### config.mk
export PLATFORM = sky130hd
export DESIGN_NAME = bcd_to_bin
export DESIGN_NICKNAME = d
export VERILOG_FILES = /design/src/rtl/bcd_to_bin.sv
export SDC_FILE = /design/constraint.sdc
export NUM_CORES = 1
export LEC_CHECK = 0
export BUFFER_PORTS_ARGS = -buffer_cell sky130_fd_sc_hd__buf_2
export CORE_AREA = 2 2 100 102
export CTS_BUF_LIST = sky130_fd_sc_hd__clkbuf_8
export DETAILED_ROUTE_END_ITERATION = 7
export DIE_AREA = 0 0 102 104
export HOLD_SLACK_MARGIN = 0.03
export MAX_ROUTING_LAYER = met4
export PLACE_DENSITY_LB_ADDON = 0.12
export SLEW_MARGIN = 20
export SYNTH_ARGS = -nofsm -noshare
export SYNTH_HDL_FRONTEND = slang
export SYNTH_SLANG_ARGS = --single-unit
### constraint.sdc
create_clock -name clk -period 3.95 [get_ports clk]
set_input_delay 1.185 -clock clk [delete_from_list [all_inputs] [get_ports clk]]
set_output_delay 1.185 -clock clk [all_outputs]
set_load 0.05 [all_outputs]
### src/rtl/bcd_to_bin.sv
// Multi-cycle packed-BCD to binary converter.
// Folds one BCD digit per clock, most significant digit first.
module bcd_to_bin #(
    parameter int DIGITS = 4,
    parameter int BIN_W  = 14
) (
    input  logic                  clk,
    input  logic                  clr,
    input  logic                  start,
    input  logic [4*DIGITS-1:0]   bcd_in,
    output logic [BIN_W-1:0]      bin,
    output logic                  busy,
    output logic                  done,
    output logic                  err
);

    localparam int IDX_W = (DIGITS > 1) ? $clog2(DIGITS) : 1;
    localparam logic [IDX_W-1:0] IDX_TOP = IDX_W'(DIGITS - 1);

    typedef enum logic [1:0] {
        S_IDLE,
        S_CONV,
        S_DONE
    } state_t;

    state_t                r_state;
    logic [BIN_W-1:0]      r_acc;
    logic [IDX_W-1:0]      r_idx;
    logic [4*DIGITS-1:0]   r_bcd;
    logic [BIN_W-1:0]      r_bin;
    logic                  r_busy;
    logic                  r_done;
    logic                  r_err;

    state_t                w_state;
    logic [BIN_W-1:0]      w_acc;
    logic [IDX_W-1:0]      w_idx;
    logic [4*DIGITS-1:0]   w_bcd;
    logic [BIN_W-1:0]      w_bin;
    logic                  w_busy;
    logic                  w_done;
    logic                  w_err;
    logic                  w_bad;
    logic [3:0]            w_digit;
    logic [BIN_W-1:0]      w_acc_mul;

    always_comb begin
        w_bad = 1'b0;
        for (int k = 0; k < DIGITS; k++) begin
            if (bcd_in[4*k +: 4] > 4'd9) begin
                w_bad = 1'b1;
            end
        end
    end

    // acc*10 + digit, built from shifts so it stays BIN_W wide
    assign w_digit   = r_bcd[{r_idx, 2'b00} +: 4];
    assign w_acc_mul = {r_acc[BIN_W-4:0], 3'b000}
                     + {r_acc[BIN_W-2:0], 1'b0}
                     + {{(BIN_W-4){1'b0}}, w_digit};

    always_comb begin
        w_state = r_state;
        w_acc   = r_acc;
        w_idx   = r_idx;
        w_bcd   = r_bcd;
        w_bin   = r_bin;
        w_busy  = r_busy;
        w_done  = 1'b0;
        w_err   = r_err;
        case (r_state)
            S_IDLE: begin
                if (start) begin
                    if (w_bad) begin
                        w_bin   = '0;
                        w_err   = 1'b1;
                        w_done  = 1'b1;
                        w_busy  = 1'b0;
                        w_state = S_DONE;
                    end else begin
                        w_bcd   = bcd_in;
                        w_acc   = '0;
                        w_idx   = IDX_TOP;
                        w_err   = 1'b0;
                        w_busy  = 1'b1;
                        w_state = S_CONV;
                    end
                end
            end
            S_CONV: begin
                w_acc = w_acc_mul;
                if (r_idx == '0) begin
                    w_bin   = w_acc_mul;
                    w_done  = 1'b1;
                    w_busy  = 1'b0;
                    w_idx   = IDX_TOP;
                    w_state = S_DONE;
                end else begin
                    w_idx = r_idx - IDX_W'(1);
                end
            end
            S_DONE: begin
                w_state = S_IDLE;
            end
            default: begin
                w_state = S_IDLE;
                w_busy  = 1'b0;
            end
        endcase
    end

    always_ff @(posedge clk or negedge clr) begin
        if (!clr) begin
            r_state <= S_IDLE;
            r_acc   <= '0;
            r_idx   <= IDX_TOP;
            r_bcd   <= '0;
            r_bin   <= '0;
            r_busy  <= 1'b0;
            r_done  <= 1'b0;
            r_err   <= 1'b0;
        end else begin
            r_state <= w_state;
            r_acc   <= w_acc;
            r_idx   <= w_idx;
            r_bcd   <= w_bcd;
            r_bin   <= w_bin;
            r_busy  <= w_busy;
            r_done  <= w_done;
            r_err   <= w_err;
        end
    end

    assign bin  = r_bin;
    assign busy = r_busy;
    assign done = r_done;
    assign err  = r_err;

endmodule

==> reports/qor.yml <==
status:
  run_status: "completed"
cts:
  cts_max_path_buffers: 2
  post_cts.repair.setup_buffers: 0
  tritoncts: "yes"
  clock_latency_ns: 0.31
  cts_inserted_buffers: 5
  root_buffer: "sky130_fd_sc_hd__clkbuf_8"
  clock_sinks: 50
  clk_transition_reported_paths_ns: 0.10
  cts_resized: 0
  clock_tree.htree_level_count: 2
  cts_hold_buffers: 0
floorplanning:
  initial_util_pct: 28.4
  total_die_area_um2: 10600
  die_width_um: 102
  dieHeight_um: 104
  rows: 36
  core_um2: 9550
  boundaryPins: 36
pwr:
  power.leakage_nw: 1.54
  clockPowerShare_pct: 13.6
  switching_share_pct: 42.9
  internal-power_mw: 1.36
  vdd_drop_max_mv: 0.241
  power_density_nw_per_um2: 756
  combPwrFrac_pct: 50.5
  power.share.sequential_pct: 35.9
  p_switching_mw: 1.02
timing:
  finalMaxSlewViolations: 0
  final_tns_setup_ns: 0
  maxClockFrequency_ghz: 0.307
  min_cycle_time_layout_ns: 3.26
  max_slew.worst_pin.slew_ns: 0.688
  final_hold_viol_count: 0
  clock_skew_ns: 0.00866
  fin_worst_hold_slack_ns: 0.477
  min_period_over_period_pct: 82.5
  grt_setup_unrepaired: "false"
  final-setup-viol-count: 0
  slew_headroom_pct: 54.1
yosys:
  synth.yosys.warnings: 0
  number_of_flops_mapped_to_enable_cells_by_yosys: 0
  yosys.area_share.adder_pct: 12.1
  synthDominantAreaCellType: "sky130_fd_sc_hd__dfrtp_1"
  synth.area.top_cells: "sky130_fd_sc_hd__dfrtp_1, sky130_fd_sc_hd__ha_1, sky130_fd_sc_hd__mux2_2"
  yosysUniqueCellTypes: 46
  post-synth-top-area-fraction_pct: 44.3
  synth_top_family_by_area: "compound AO/OA/AOI/OAI gates"
  gate_count_after_technology_mapping: 243
  ys_dominant_reg_cell: "sky130_fd_sc_hd__dfrtp_1"
  synthesis.area_per_instance_um2: 11.2
  ys_async_sr_fraction_pct: 100
  proportion_of_synthesized_area_in_mux_cells_pct: 10.4
  post_synth_xor_area_fraction_pct: 1.94
  synthesized_netlist_net_count: 287
  synthSimpleGateAreaFrac_pct: 10.6
  register_area_share_after_synthesis_pct: 46.2
  synth.ff_latch_count: 50
  synth-compound-area-share_pct: 15.9
  synthesis.area_um2: 2710
cells_and_area:
  layout-drive-gt1-share_pct: 27.9
  layout.cell_area.non_filler_um2: 3160
  finalNetCount: 326
  num_antenna_cells: 0
  syn_to_final_growth_pct: 16.3
  filler_cell_count: 1025
global_route:
  grt_overflow_total: 0
  antenna_found_initial: 0
  grt_usage_pct: 13.1
  via_count_of_the_first_global_routing_pass: 2022
  pin_count_of_the_biggest_net_entering_global_routing: 29
  grt_first_pass_wirelength_mm: 10.7
job:
  maxCapViolCount: 0
routing:
  remaining_routing_drc_violations: 0
  drt_pre_antenna_iters: 4
  drt-wirelength-per-cell_um: 14.9
  drt.antenna.violating_nets: 0
  routed_via_density: 4.70
  drt_iter0_drc: 58
  routed_wl_mm: 6.18
  via_count: 1954
worst_setup_path:
  launch_point_of_the_worst_reg_to_reg_path: "r_idx[0]"
  crit_path_max_fanout: 7
  end_kind: "register"
  critPathArrivalTime_ns: 3.47
  setup.worst_path.class: "reg2reg"
  setup.worst_path.start_class: "register"
  worst-r2r-cell-count: 9
  cp_data_required_time_ns: 4.16
  reg2reg_setup_slack_ns: 0.69
  worstSetupStartpoint: "r_idx[0]"
  cp_endpoint: "r_acc[12]"
  critical_path.reg2reg.endpoint: "r_acc[12]"
place:
  detailed_place.area_um2: 3060
  gp_routability_congestion: 0.775
  place_hpwl_mm: 4.77
  port-buffer-count: 35
hold_path:
  hold_path_class: "reg2reg"
  worst_hold_path.num_cells: 2
-- critical path, cell delays in order (launching register included) --
cell and delay [ns]:
sky130_fd_sc_hd__dfstp_2 0.64, sky130_fd_sc_hd__mux4_2 0.51, sky130_fd_sc_hd__inv_1 0.08, sky130_fd_sc_hd__fa_1 0.45
sky130_fd_sc_hd__fa_1 0.44, sky130_fd_sc_hd__nor2b_1 0.20, sky130_fd_sc_hd__o2111ai_1 0.20, sky130_fd_sc_hd__a21oi_1 0.23
sky130_fd_sc_hd__o21ai_0 0.14, sky130_fd_sc_hd__a32o_1 0.26
-- cell families after synthesis --
kind of cell	count (synthesis)
flip-flops	50
adder cells (fa/ha/maj)	25
AND/OR/NAND/NOR	60
XOR/XNOR	6
multiplexers	21
AO/OA/AOI/OAI	61
buffers and inverters	20
-- metrics by stage --
step | power, mW | utilization [%] | worst slack, ns | instances
floorplan | 1.77 | - | 0.719 | 243
global placement | 2.09 | 32.0 | 0.756 | 408
detailed placement | 2.09 | 32.0 | 0.694 | 408
CTS | 2.42 | 33.0 | 0.662 | 416
global route | 2.62 | 33.0 | 0.445 | 416
finish | 2.39 | 33.0 | 0.691 | 416
-- registers in the layout, summed over array words and instances (netlist names) --
name     count
r_bcd       16
bin         14
r_acc       13
r_idx        2
r_state      2
busy         1
done         1
err          1
-- cell type report --
class                   count  area (um^2)  share of cell area [%]
inverters                  12         45.0                    1.43
clock buffers               6         82.6                    2.62
flip-flops and latches     50         1250                    39.7
multi-input cells         173         1380                    43.8
repair buffers             40          213                    6.74
well taps                 133          166                    5.27
clock inverters             2         12.5                   0.397
-- power by group through the flow --
stage | clock, mW | combinational [mW] | sequential (mW)
floorplan | 0 | 0.824 | 0.944
global placement | 0 | 1.21 | 0.874
detailed placement | 0 | 1.22 | 0.873
CTS | 0.339 | 1.22 | 0.862
global route | 0.357 | 1.37 | 0.893
finish | 0.325 | 1.20 | 0.857
-- metal layers --
layer	part of all wire, %	track usage, %	wire, um
met4	1.1	2.86	68
met1	50	18.2	3080
met3	2.9	2.22	180
met2	46	20.0	2860
met5	0	-	0
-- layout by cell type, fill, tap and decap left out, drive strengths merged, types with 3 or more instances in the layout --
cell type / n
dfrtp: 48
buf: 40
nand2: 27
ha: 23
o21ai: 17
mux2: 17
inv: 12
a21oi: 9
nor2: 8
a21o: 6
clkbuf: 6
xnor2: 5
o31ai: 5
mux4: 4
and2: 4
nand2b: 4
a32o: 4
o2bb2ai: 4
nor2b: 3
nor3: 3
-- cells in the mapped netlist (3+ instances only) --
cell,n
sky130_fd_sc_hd__and2_1,4
sky130_fd_sc_hd__a21oi_1,8
sky130_fd_sc_hd__buf_2,4
sky130_fd_sc_hd__clkbuf_1,4
sky130_fd_sc_hd__a32o_1,4
sky130_fd_sc_hd__xnor2_1,5
sky130_fd_sc_hd__o2bb2ai_1,4
sky130_fd_sc_hd__nand2b_1,4
sky130_fd_sc_hd__mux2_2,17
sky130_fd_sc_hd__dfrtp_1,48
sky130_fd_sc_hd__nand2_1,27
sky130_fd_sc_hd__inv_1,12
sky130_fd_sc_hd__nor2_1,8
sky130_fd_sc_hd__mux4_2,4
sky130_fd_sc_hd__nor2b_1,3
sky130_fd_sc_hd__o31ai_1,5
sky130_fd_sc_hd__a21o_1,6
sky130_fd_sc_hd__ha_1,23
sky130_fd_sc_hd__nor3_1,3
sky130_fd_sc_hd__o21ai_0,17
-- how the worst min path moves through the flow --
stage,start,to,slack [ns]
after global routing,bin[6],bin[6],0.51
final,bin[5],bin[5],0.48
after global placement,bin[6],bin[6],0.46
after CTS,bin[5],bin[5],0.49
after floorplan,r_bcd[11],r_bcd[11],0.48
after detailed placement,bin[7],bin[7],0.46
No activity file was read; power rests on OpenSTA's default activity.
